**src/rtl/kf8253_config_sequencer.sv**
```systemverilog
// Bus master for the KF8253 CPU port: programs counters after reset, then serves host accesses.
// Optional 16-bit latched counter read is enabled by defining KF8253_CFG_LATCH_READ_EN.
module kf8253_config_sequencer #(
    parameter int unsigned  STROBE_CYCLES = 2,
    parameter logic [2:0]   CNT_EN        = 3'b111,
    parameter logic [2:0]   CNT0_MODE     = 3'd3,
    parameter logic [15:0]  CNT0_DIV      = 16'h0000,
    parameter logic [2:0]   CNT1_MODE     = 3'd2,
    parameter logic [15:0]  CNT1_DIV      = 16'd18,
    parameter logic [2:0]   CNT2_MODE     = 3'd3,
    parameter logic [15:0]  CNT2_DIV      = 16'd1331
) (
    input  logic        clock,
    input  logic        reset_in,
    input  logic        host_req,
    input  logic        host_we,
    input  logic [1:0]  host_addr,
    input  logic [7:0]  host_wdata,
`ifdef KF8253_CFG_LATCH_READ_EN
    input  logic        host_rd16,
    output logic [15:0] host_rdata16,
`endif
    output logic        host_ack,
    output logic [7:0]  host_rdata,
    output logic        init_busy,
    output logic        pit_chip_select_n,
    output logic        pit_read_enable_n,
    output logic        pit_write_enable_n,
    output logic [1:0]  pit_address,
    output logic [7:0]  pit_data_out,
    input  logic [7:0]  pit_data_in
);
    typedef enum logic [2:0] {INIT_NEXT, SETUP, STROBE, HOLD, IDLE} state_t;

    localparam logic [3:0] STB_LAST = 4'(STROBE_CYCLES - 1);

    // Lowest enabled counter at or above 'from'; 3 means none left.
    function automatic logic [1:0] first_en(input int from);
        first_en = 2'd3;
        for (int i = 0; i < 3; i++)
            if (i >= from && CNT_EN[i] && first_en == 2'd3) first_en = i[1:0];
    endfunction

    function automatic logic [7:0] init_byte(input logic [1:0] c, input logic [1:0] b);
        logic [2:0]  mode;
        logic [15:0] div;
        case (c)
            2'd0:    begin mode = CNT0_MODE; div = CNT0_DIV; end
            2'd1:    begin mode = CNT1_MODE; div = CNT1_DIV; end
            default: begin mode = CNT2_MODE; div = CNT2_DIV; end
        endcase
        case (b)
            2'd0:    init_byte = {c, 2'b11, mode, 1'b0};
            2'd1:    init_byte = div[7:0];
            default: init_byte = div[15:8];
        endcase
    endfunction

    state_t      state_q, state_d;
    logic [1:0]  cnt_q, cnt_d, byte_q, byte_d, nxt_cnt;
    logic        busy_q, busy_d, we_q, we_d, ack_q, ack_d;
    logic [1:0]  addr_q, addr_d;
    logic [7:0]  data_q, data_d, rbyte_q, rbyte_d, rdata_q, rdata_d;
    logic [3:0]  stb_q, stb_d;
    logic        cs_n_q, cs_n_d, rd_n_q, rd_n_d, wr_n_q, wr_n_d;
`ifdef KF8253_CFG_LATCH_READ_EN
    logic        rd16_q, rd16_d;
    logic [1:0]  seq_q, seq_d, haddr_q, haddr_d;
    logic [7:0]  lsb_q, lsb_d;
    logic [15:0] rdata16_q, rdata16_d;
`endif

    always_comb begin
        state_d = state_q;
        cnt_d   = cnt_q;
        byte_d  = byte_q;
        busy_d  = busy_q;
        we_d    = we_q;
        addr_d  = addr_q;
        data_d  = data_q;
        stb_d   = stb_q;
        rbyte_d = rbyte_q;
        rdata_d = rdata_q;
        ack_d   = 1'b0;
        nxt_cnt = 2'd3;
`ifdef KF8253_CFG_LATCH_READ_EN
        rd16_d    = rd16_q;
        seq_d     = seq_q;
        haddr_d   = haddr_q;
        lsb_d     = lsb_q;
        rdata16_d = rdata16_q;
`endif
        case (state_q)
            INIT_NEXT: begin
                if (cnt_q == 2'd3) begin
                    state_d = IDLE;
                    busy_d  = 1'b0;
                end else begin
                    we_d    = 1'b1;
                    addr_d  = (byte_q == 2'd0) ? 2'd3 : cnt_q;
                    data_d  = init_byte(cnt_q, byte_q);
                    state_d = SETUP;
                end
            end
            SETUP: begin
                stb_d   = STB_LAST;
                state_d = STROBE;
            end
            STROBE: begin
                if (stb_q == 4'd0) begin
                    if (!we_q) rbyte_d = pit_data_in;
                    state_d = HOLD;
                end else begin
                    stb_d = stb_q - 4'd1;
                end
            end
            HOLD: begin
                state_d = IDLE;
                if (busy_q) begin
                    // Leaving HOLD straight to IDLE on the last item drops init_busy one cycle after it.
                    state_d = INIT_NEXT;
                    if (byte_q == 2'd2) begin
                        nxt_cnt = first_en(int'(cnt_q) + 1);
                        cnt_d   = nxt_cnt;
                        byte_d  = 2'd0;
                        if (nxt_cnt == 2'd3) begin
                            state_d = IDLE;
                            busy_d  = 1'b0;
                        end
                    end else begin
                        byte_d = byte_q + 2'd1;
                    end
`ifdef KF8253_CFG_LATCH_READ_EN
                end else if (rd16_q && seq_q != 2'd2) begin
                    seq_d = seq_q + 2'd1;
                    if (seq_q == 2'd1) lsb_d = rbyte_q;
`endif
                end else begin
                    ack_d = 1'b1;
                    if (!we_q) rdata_d = rbyte_q;
`ifdef KF8253_CFG_LATCH_READ_EN
                    if (rd16_q) rdata16_d = {rbyte_q, lsb_q};
                    rd16_d = 1'b0;
`endif
                end
            end
            IDLE: begin
`ifdef KF8253_CFG_LATCH_READ_EN
                if (rd16_q) begin
                    we_d    = 1'b0;
                    addr_d  = haddr_q;
                    state_d = SETUP;
                end else if (host_req && !ack_q) begin
                    if (host_rd16 && !host_we) begin
                        rd16_d  = 1'b1;
                        seq_d   = 2'd0;
                        haddr_d = host_addr;
                        we_d    = 1'b1;
                        addr_d  = 2'd3;
                        data_d  = {host_addr, 6'b000000};
                    end else begin
                        we_d   = host_we;
                        addr_d = host_addr;
                        data_d = host_wdata;
                    end
                    state_d = SETUP;
                end
`else
                // The ack cycle doubles as the mandatory idle gap, so a held request waits one cycle.
                if (host_req && !ack_q) begin
                    we_d    = host_we;
                    addr_d  = host_addr;
                    data_d  = host_wdata;
                    state_d = SETUP;
                end
`endif
            end
            default: state_d = INIT_NEXT;
        endcase
        cs_n_d = !(state_d inside {SETUP, STROBE, HOLD});
        wr_n_d = !(state_d == STROBE && we_d);
        rd_n_d = !(state_d == STROBE && !we_d);
    end

    always_ff @(posedge clock or posedge reset_in) begin
        if (reset_in) begin
            state_q <= INIT_NEXT;
            cnt_q   <= first_en(0);
            byte_q  <= 2'd0;
            busy_q  <= 1'b1;
            we_q    <= 1'b0;
            addr_q  <= 2'd0;
            data_q  <= 8'd0;
            stb_q   <= 4'd0;
            rbyte_q <= 8'd0;
            rdata_q <= 8'd0;
            ack_q   <= 1'b0;
            cs_n_q  <= 1'b1;
            rd_n_q  <= 1'b1;
            wr_n_q  <= 1'b1;
        end else begin
            state_q <= state_d;
            cnt_q   <= cnt_d;
            byte_q  <= byte_d;
            busy_q  <= busy_d;
            we_q    <= we_d;
            addr_q  <= addr_d;
            data_q  <= data_d;
            stb_q   <= stb_d;
            rbyte_q <= rbyte_d;
            rdata_q <= rdata_d;
            ack_q   <= ack_d;
            cs_n_q  <= cs_n_d;
            rd_n_q  <= rd_n_d;
            wr_n_q  <= wr_n_d;
        end
    end

`ifdef KF8253_CFG_LATCH_READ_EN
    always_ff @(posedge clock or posedge reset_in) begin
        if (reset_in) begin
            rd16_q    <= 1'b0;
            seq_q     <= 2'd0;
            haddr_q   <= 2'd0;
            lsb_q     <= 8'd0;
            rdata16_q <= 16'd0;
        end else begin
            rd16_q    <= rd16_d;
            seq_q     <= seq_d;
            haddr_q   <= haddr_d;
            lsb_q     <= lsb_d;
            rdata16_q <= rdata16_d;
        end
    end
    assign host_rdata16 = rdata16_q;
`endif

    assign host_ack           = ack_q;
    assign host_rdata         = rdata_q;
    assign init_busy          = busy_q;
    assign pit_chip_select_n  = cs_n_q;
    assign pit_read_enable_n  = rd_n_q;
    assign pit_write_enable_n = wr_n_q;
    assign pit_address        = addr_q;
    assign pit_data_out       = data_q;
endmodule

```
**config.mk**
```make
export PLATFORM = sky130hd
export DESIGN_NAME = kf8253_config_sequencer
export DESIGN_NICKNAME = d
export VERILOG_FILES = /design/src/rtl/kf8253_config_sequencer.sv
export SDC_FILE = /design/constraint.sdc
export NUM_CORES = 1
export LEC_CHECK = 0
export BUFFER_PORTS_ARGS = -buffer_cell sky130_fd_sc_hd__buf_4
export CAP_MARGIN = 20
export CORE_MARGIN = 1.5
export CORE_UTILIZATION = 55
export CTS_BUF_LIST = sky130_fd_sc_hd__clkbuf_16
export DETAILED_ROUTE_END_ITERATION = 8
export PLACE_DENSITY = 0.81
export RECOVER_POWER = 25
export SETUP_SLACK_MARGIN = 0.15
export SKIP_CTS_REPAIR_TIMING = 1
export SLEW_MARGIN = 20
export SYNTH_ARGS = -nofsm -noshare
export SYNTH_HDL_FRONTEND = slang
export SYNTH_SLANG_ARGS = --single-unit
```
**constraint.sdc**
```tcl
create_clock -name clock -period 5.85 [get_ports clock]
set_clock_uncertainty 0.2 [all_clocks]
set_input_delay 0.8775 -clock clock [delete_from_list [all_inputs] [get_ports clock]]
set_output_delay 0.8775 -clock clock [all_outputs]
set_load 0.1 [all_outputs]
```
# Word-level counts from Yosys, hierarchy flattened
# Cells that the tools add are included.
[classes]
addsub = 3
n_lt_le_gt_ge = 3
eq_ne = 18
muxes = 42
bitwise_logic = 2
n_reduce_logical = 25
[op_table]
columns = ["operator", "count"]
rows = [
  ["two-way mux 2 bit", 16],
  ["one-hot mux 8 bit (2 select lines)", 2],
  ["one-hot mux 11 bit (2 select lines)", 1],
  ["two-way mux 3 bit", 6],
  ["two-way mux 8 bit", 2],
  ["one-hot mux 3 bit (5 select lines)", 1],
  ["== test 3 x 2 -> 1 bit, second input constant", 4],
  ["AND reduction 3 bit", 4],
  ["== test 2 bit, second input constant", 5],
  ["two-way mux 1 bit", 9],
  ["inequality test 2 bit, second input constant", 4],
  ["one-hot mux 4 bit (2 select lines)", 1],
  ["== test 3 x 1 -> 1 bit, second input constant", 2],
  ["greater-or-equal comparator 1 x 3 -> 1 bit, first input constant", 2],
  ["AND reduction 2 bit", 3],
  ["nonzero test 2 bit", 3],
  ["logical AND 1 bit", 5],
  ["zero test 1 bit", 5],
  ["== test 2 x 1 -> 1 bit, second input constant", 2],
  ["zero test 2 bit", 2],
  ["zero test 4 bit", 1],
  ["two-way mux 4 bit", 1],
  ["one-hot mux 1 bit (2 select lines)", 2],
  ["one-hot mux 2 bit (2 select lines)", 1],
  ["other kinds (8)", 9],
]
[totals]
reg_bits = 43
inputBits = 22
elab_cells = 107

# Longest topological paths before layout
# Gate-level depths: netlist of run 1.
[logic_depth]
depth_word = 26
mapped_depth = 7

# Least setup slack after synthesis of run 1
# OpenSTA, ideal clock, no wires.
[synth_path]
path_type = "reg2reg"
from = "register stb_q[0]"
to = "register rbyte_q[0]"
arrival_ps = 1858
t_required_ps = 5525
setup_slack_ps = 3667
path_stages_with_launch = 7
n_path_buf = 1
period_less_slack_ps = 2183
cell_sequence = "dfrtp_1 -> inv_1 -> ha_1 -> or3b_1 -> buf_2 -> nor4_4 -> mux2_2"
[synth_between]
elab_chain_len = 2
[synth_rtl]
columns = ["element", "line", "rtl"]
rows = [
  ["start: declaration", "64", "logic [3:0] stb_q, stb_d;"],
  ["start signal: assignment", "209", "stb_q <= stb_d;"],
  ["zero test 4 bit", "110", "if (stb_q == 4'd0) begin"],
  ["AND reduction 3 bit (no line)", "--", ""],
  ["end signal: assignment", "210", "rbyte_q <= rbyte_d;"],
  ["end: declaration", "63", "logic [7:0] data_q, data_d, rbyte_q, rbyte_d, rdata_q, rdata_d;"],
]
# No other way between the ends.
# A chain may end at the register's enable or synchronous reset.

==> out/qor.txt, run 1 <==
Seq cells post-synth: 43
global-route met3 utilization: 4.89%
Crit path largest cell delay: 1.60 ns
Leak: 1.17 nW
gr usage total: 23.3%
min cycle time layout: 2.91 ns
Rel. slew slack: -49.9%
Initial Utilization: 57.4%
Synth Area in Compound Gates: 12.2%
EDFF count, synth: 0
Final ANT Viol Nets: 0
final hold vios: 0
global route hottest layer: met2
Max FO, Critical Path: 43
Hold WC Path Type: register to register
largest cells by area after synthesis: dfrtp_1, mux2_2, dfstp_2, nor2_1, a21oi_1
Finish-stage setup viols: 0
initial DRC count: 107
met2 usage: 39.3%
# DRC: 0
routing usage on met1: 29.7%
Final Max Tran Viols: 44
post-route cell area: 2440 um2
layout cells sized above 1: 36.7%
Netlist cell types: 43
status: finished, violations left
overflow left after global routing: 0
placed wire-length estimate: 2.86 mm
failing checks: max-capacitance violations, max-slew violations
DR WL/cell: 15.4 um
Seq/Total Area, Yosys: 56.0%
Fmax: 343 MHz
worst-margin pin slew: 2.25 ns
worst skew pair latency: 0.28 ns
Reg clk slew, reported paths: 0.06 ns
core area: 3360 um2
final worst path period share: 49.8%
Bufs on Longest Clock Path: 2
Area after DPL: 2290 um2
hold slack final: 0.306 ns
CTS tree: built
pin count of the biggest net entering global routing: 44
critical path class: input pin to asynchronous set/reset pin
mux cell area share after synthesis: 11.6%
Die ar.: 3870 um2
area growth from synthesis to layout: 26.2%
CTS sink count: 43
Final Net Count: 238
die width: 62.2 um
cts bufs inserted: 5
H-tree depth: 2
synthesized net count: 194
Mean Syn Cell Area: 11.4 um2
Worst Setup Start Kind: input pin
first drt pass iteration count: 4
Yosys top cell by area: dfrtp_1
IO buf count: 44
routability congestion estimate: 0.804
slowest CP cell: clkbuf_1
vias per inst: 5.54
Worst VDD drop: 480 uV
die height: 62.2 um
unrepaired setup endpoints after global routing: false
crit path cell chain: clkbuf_4 > inv_1 > clkbuf_1
asr flop ratio synth: 100%
pwr dens: 567 nW/um2
xor and xnor area share after synthesis: 0.454%
Vias: 1447
required time worst endpoint: 5.58 ns
Ports: 45
number of global-route vias before repair: 1536
Mapped Area: 1930 um2
initial antenna violation count: 0
Synth Warn #: 0
Max Cap Viol: 1
Adder-Cell Fraction of Synth Area: 1.30%
cell row count: 21
Ant. Diodes: 0
CP Capture Type: asynchronous set/reset pin
main flop type after synthesis: dfrtp_1
Root Buffer: clkbuf_16
first-pass GRT wire length: 7.10 mm
top cell type's share of synthesized area: 50.6%
final core occ: 72.4%
largest family of logic cells by synthesized area: simple AND/OR/NAND/NOR gates
WL final: 4.01 mm
Syn Inst Count: 170
Synth Area in Simple Gates: 15.2%
Setup TNS Final: 0 ns
Critical Path AT: 2.64 ns
-- layout by cell type, fill, tap and decap left out, drive strengths merged, types with 2 or more instances in the layout --
master	n
a21o	2
a21oi	11
buf	43
clkbuf	7
clkinv	2
dfrtp	39
dfstp	4
ha	2
inv	7
mux2	19
nand2	7
nand2b	4
nand3	5
nand3b	2
nor2	19
nor2b	3
nor3	3
nor3b	2
nor4	2
o21ai	6
o22ai	2
o32ai	2
or3	2
-- synth_stat cells, types with 2 or more instances --
master / count
or3_1: 2
a21o_1: 2
buf_2: 5
nor2_1: 19
inv_1: 7
dfstp_2: 4
nor2b_1: 3
a21oi_1: 11
mux2_2: 19
clkbuf_1: 3
nor3_1: 3
nand3_1: 5
dfrtp_1: 39
ha_1: 2
o21ai_0: 6
nand3b_1: 2
nand2_1: 7
o32ai_1: 2
nand2b_1: 4
o22ai_1: 2
-- logic make-up (layout without fill, tap and decap cells) --
group | count (synthesis) | in the layout
simple gates | 54 | 54
flops | 43 | 43
compound gates | 35 | 35
mux | 20 | 20
buf+inv | 15 | 60
fa+ha+maj | 2 | 2
xor+xnor | 1 | 1
-- metal layers --
metal / vias up / wire, um
met4: 0 / 47
met2: 27 / 2110
met1: 727 / 1720
met3: 5 / 130
li1: 688 / -
met5: - / 0
-- worst max-delay path, delay by kind of cell --
kind | cells | cell delay [ns]
buffers and inverters | 3 | 1.74
-- power breakdown --
part	leakage, nW	switching [mW]	internal, mW
Clock	0.0700	0.114	0.159
Combinational	0.567	0.468	0.177
Sequential	0.536	0.0802	0.383
Total	1.17	0.662	0.719
-- sequential cells by signal, indices dropped and copies added (netlist names) --
| name | count |
|---|---|
| host_ack | 1 |
| we_q | 1 |
| stb_q | 4 |
| pit_address | 2 |
| pit_data_out | 8 |
| init_busy | 1 |
| byte_q | 2 |
| pit_write_enable_n | 1 |
| pit_read_enable_n | 1 |
| rbyte_q | 8 |
| state_q | 3 |
| host_rdata | 8 |
| pit_chip_select_n | 1 |
| cnt_q | 2 |
-- final timing paths --
kind	startpoint	endpoint	slack (ns)	cells after the start
worst max-delay path	reset_in	stb_q[0]	2.94	3
worst max register to register	stb_q[1]	rbyte_q[3]	3.40	5
max in group clock	stb_q[1]	rbyte_q[3]	3.40	5
min in group asynchronous	reset_in	rbyte_q[7]	1.23	3
worst min-delay path	rbyte_q[7]	rbyte_q[7]	0.31	1
worst min register to register	rbyte_q[7]	rbyte_q[7]	0.31	1
-- cell type report --
| class | instances | area [um2] |
|---|---|---|
| clock buffers | 5 | 125 |
| repair buffers | 45 | 334 |
| flip-flops and latches | 43 | 1080 |
| fillers | 265 | 927 |
| clock inverters | 3 | 25.0 |
| well taps | 46 | 57.6 |
| inverters | 7 | 26.3 |
| multi-input cells | 112 | 787 |
-- metrics by stage --
| step | worst slack [ns] | total power [mW] | instances |
|---|---|---|---|
| after global placement | 3.56 | 1.08 | 253 |
| after floorplan | 3.67 | 0.979 | 170 |
| after detailed placement | 3.44 | 1.11 | 253 |
| final | 2.94 | 1.38 | 261 |
| after global routing | 2.42 | 1.45 | 261 |
| after CTS | 3.44 | 1.39 | 261 |
Note: power is estimated with default switching activity, not from simulation.
==> inputs of run 2 (changes only) <==
--- a/config.mk
+++ b/config.mk
@@ -8,10 +8,10 @@
 export BUFFER_PORTS_ARGS = -buffer_cell sky130_fd_sc_hd__buf_4
 export CAP_MARGIN = 20
 export CORE_MARGIN = 1.5
-export CORE_UTILIZATION = 55
+export CORE_UTILIZATION = 53
 export CTS_BUF_LIST = sky130_fd_sc_hd__clkbuf_16
 export DETAILED_ROUTE_END_ITERATION = 8
-export PLACE_DENSITY = 0.81
+export PLACE_DENSITY = 0.79
 export RECOVER_POWER = 25
 export SETUP_SLACK_MARGIN = 0.15
 export SKIP_CTS_REPAIR_TIMING = 1
==> constraint.sdc (replaced) <==
create_clock -name clock -period 2.93 [get_ports clock]
set_clock_uncertainty 0.2 [all_clocks]
set_input_delay 0.4395 -clock clock [delete_from_list [all_inputs] [get_ports clock]]
set_output_delay 0.4395 -clock clock [all_outputs]
set_load 0.1 [all_outputs]
==> out/qor.txt, run 2 (synthesis results as in run 1) <==
Max FO, Critical Path: 8
Ports: 45
Max Cap Viol: 0
Worst VDD drop: 1010 uV
pin count of the biggest net entering global routing: 44
CTS sink count: 43
gr usage total: 22.6%
commonest non-fill, non-tap cell in the layout: buf_4
CP Capture Type: register
CTS tree: built
WL final: 4.02 mm
Final ANT Viol Nets: 0
worst skew pair latency: 0.28 ns
global route hottest layer: met2
required time worst endpoint: 2.89 ns
Final Max Tran Viols: 0
Vias: 1444
Critical Path AT: 2.39 ns
cts bufs inserted: 5
min cycle time layout: 2.43 ns
first drt pass iteration count: 4
area growth from synthesis to layout: 27.0%
initial DRC count: 97
unrepaired setup endpoints after global routing: false
placed wire-length estimate: 2.85 mm
Reg area: 1080 um2
Reg clk slew, reported paths: 0.06 ns
core area: 3420 um2
crit path cell chain: inv_1 > ha_1 > or3b_1 > nor4_4 > mux2_2
layout cells sized above 1: 36.7%
Setup TNS Final: 0 ns
status: complete, no violations
# DRC: 0
Bufs on Longest Clock Path: 2
Crit path largest cell delay: 0.55 ns
Die ar.: 4010 um2
Rel. slew slack: 30.8%
H-tree depth: 2
initial antenna violation count: 0
Leak: 1.19 nW
routing usage on met1: 30.4%
Fill cells: 257
DR WL/cell: 15.4 um
Initial Utilization: 56.5%
worst-margin pin slew: 1.04 ns
die width: 63.4 um
Final Net Count: 238
Fmax: 412 MHz
Multi-input gate area: 787 um2
hold slack final: 0.192 ns
routability congestion estimate: 0.749
Root Buffer: clkbuf_16
first-pass GRT wire length: 7.02 mm
cell row count: 21
number of global-route vias before repair: 1480
Worst Setup Start Kind: register
final worst path period share: 82.9%
final core occ: 71.8%
critical path class: register to register
slowest CP cell: nor4_4
Hold WC Path Type: input pin to register
pwr dens: 1150 nW/um2
met2 usage: 35.9%
IO buf count: 44
Finish-stage setup viols: 0
overflow left after global routing: 0
final hold vios: 0
global-route met3 utilization: 4.82%
most frequent cells in the layout: buf_4, dfrtp_1, mux2_2, nor2_1, a21oi_1
Ant. Diodes: 0
vias per inst: 5.53
die height: 63.4 um
[run 2: cell types whose count changed in the layout (fill, tap and decap cells not counted), sizes merged]
cell	delta
bufinv	+1
clkinvlp	-1
[run 2: metrics by stage]
step | std cells | setup WS [ns] | instance area (um2) | total power, mW
after CTS | 261 | 0.484 | 2450 | 2.83
after global routing | 261 | 0.351 | 2450 | 2.97
after global placement | 253 | 0.628 | 2290 | 2.16
final | 261 | 0.501 | 2450 | 2.81
after detailed placement | 253 | 0.480 | 2290 | 2.22
after floorplan | 170 | 0.747 | 1930 | 1.95
[run 2: worst paths after layout]
path | startpoint | endpoint | slack (ns) | cells past startpoint
max | stb_q[1] | rbyte_q[5] | 0.50 | 5
min | pit_data_in[4] | rbyte_q[4] | 0.19 | 2
max reg2reg | stb_q[1] | rbyte_q[5] | 0.50 | 5
min reg2reg | stb_q[0] | stb_q[0] | 0.31 | 1
max in group asynchronous | reset_in | host_rdata[0] | 1.60 | 3
min in group asynchronous | reset_in | pit_address[0] | 0.29 | 3
[run 2: final cells by class]
class	instances	area share, %
sequential	43	44.1
multi-input combinational	112	32.1
timing repair buffer	45	13.7
clock buffer	5	5.10
tap	46	2.35
clock inverter	3	1.58
inverter	7	1.07
[run 2: power by group]
group / internal, mW / switching, mW
Clock: 0.397 / 0.204
Combinational: 0.353 / 0.933
Sequential: 0.765 / 0.157
Total: 1.51 / 1.29
[run 2: critical path, delay by kind of cell (launching register included)]
family | cells | cell delay [ns]
adder cells (fa/ha/maj) | 1 | 0.16
buffers and inverters | 1 | 0.10
flip-flops | 1 | 0.41
multiplexers | 1 | 0.41
AND/OR/NAND/NOR | 2 | 1.03
[run 2: metal layers]
metal | up-vias | wire, um
met5 | - | 0
met4 | 0 | 66
met3 | 8 | 132
met2 | 32 | 2080
met1 | 718 | 1750
li1 | 686 | -
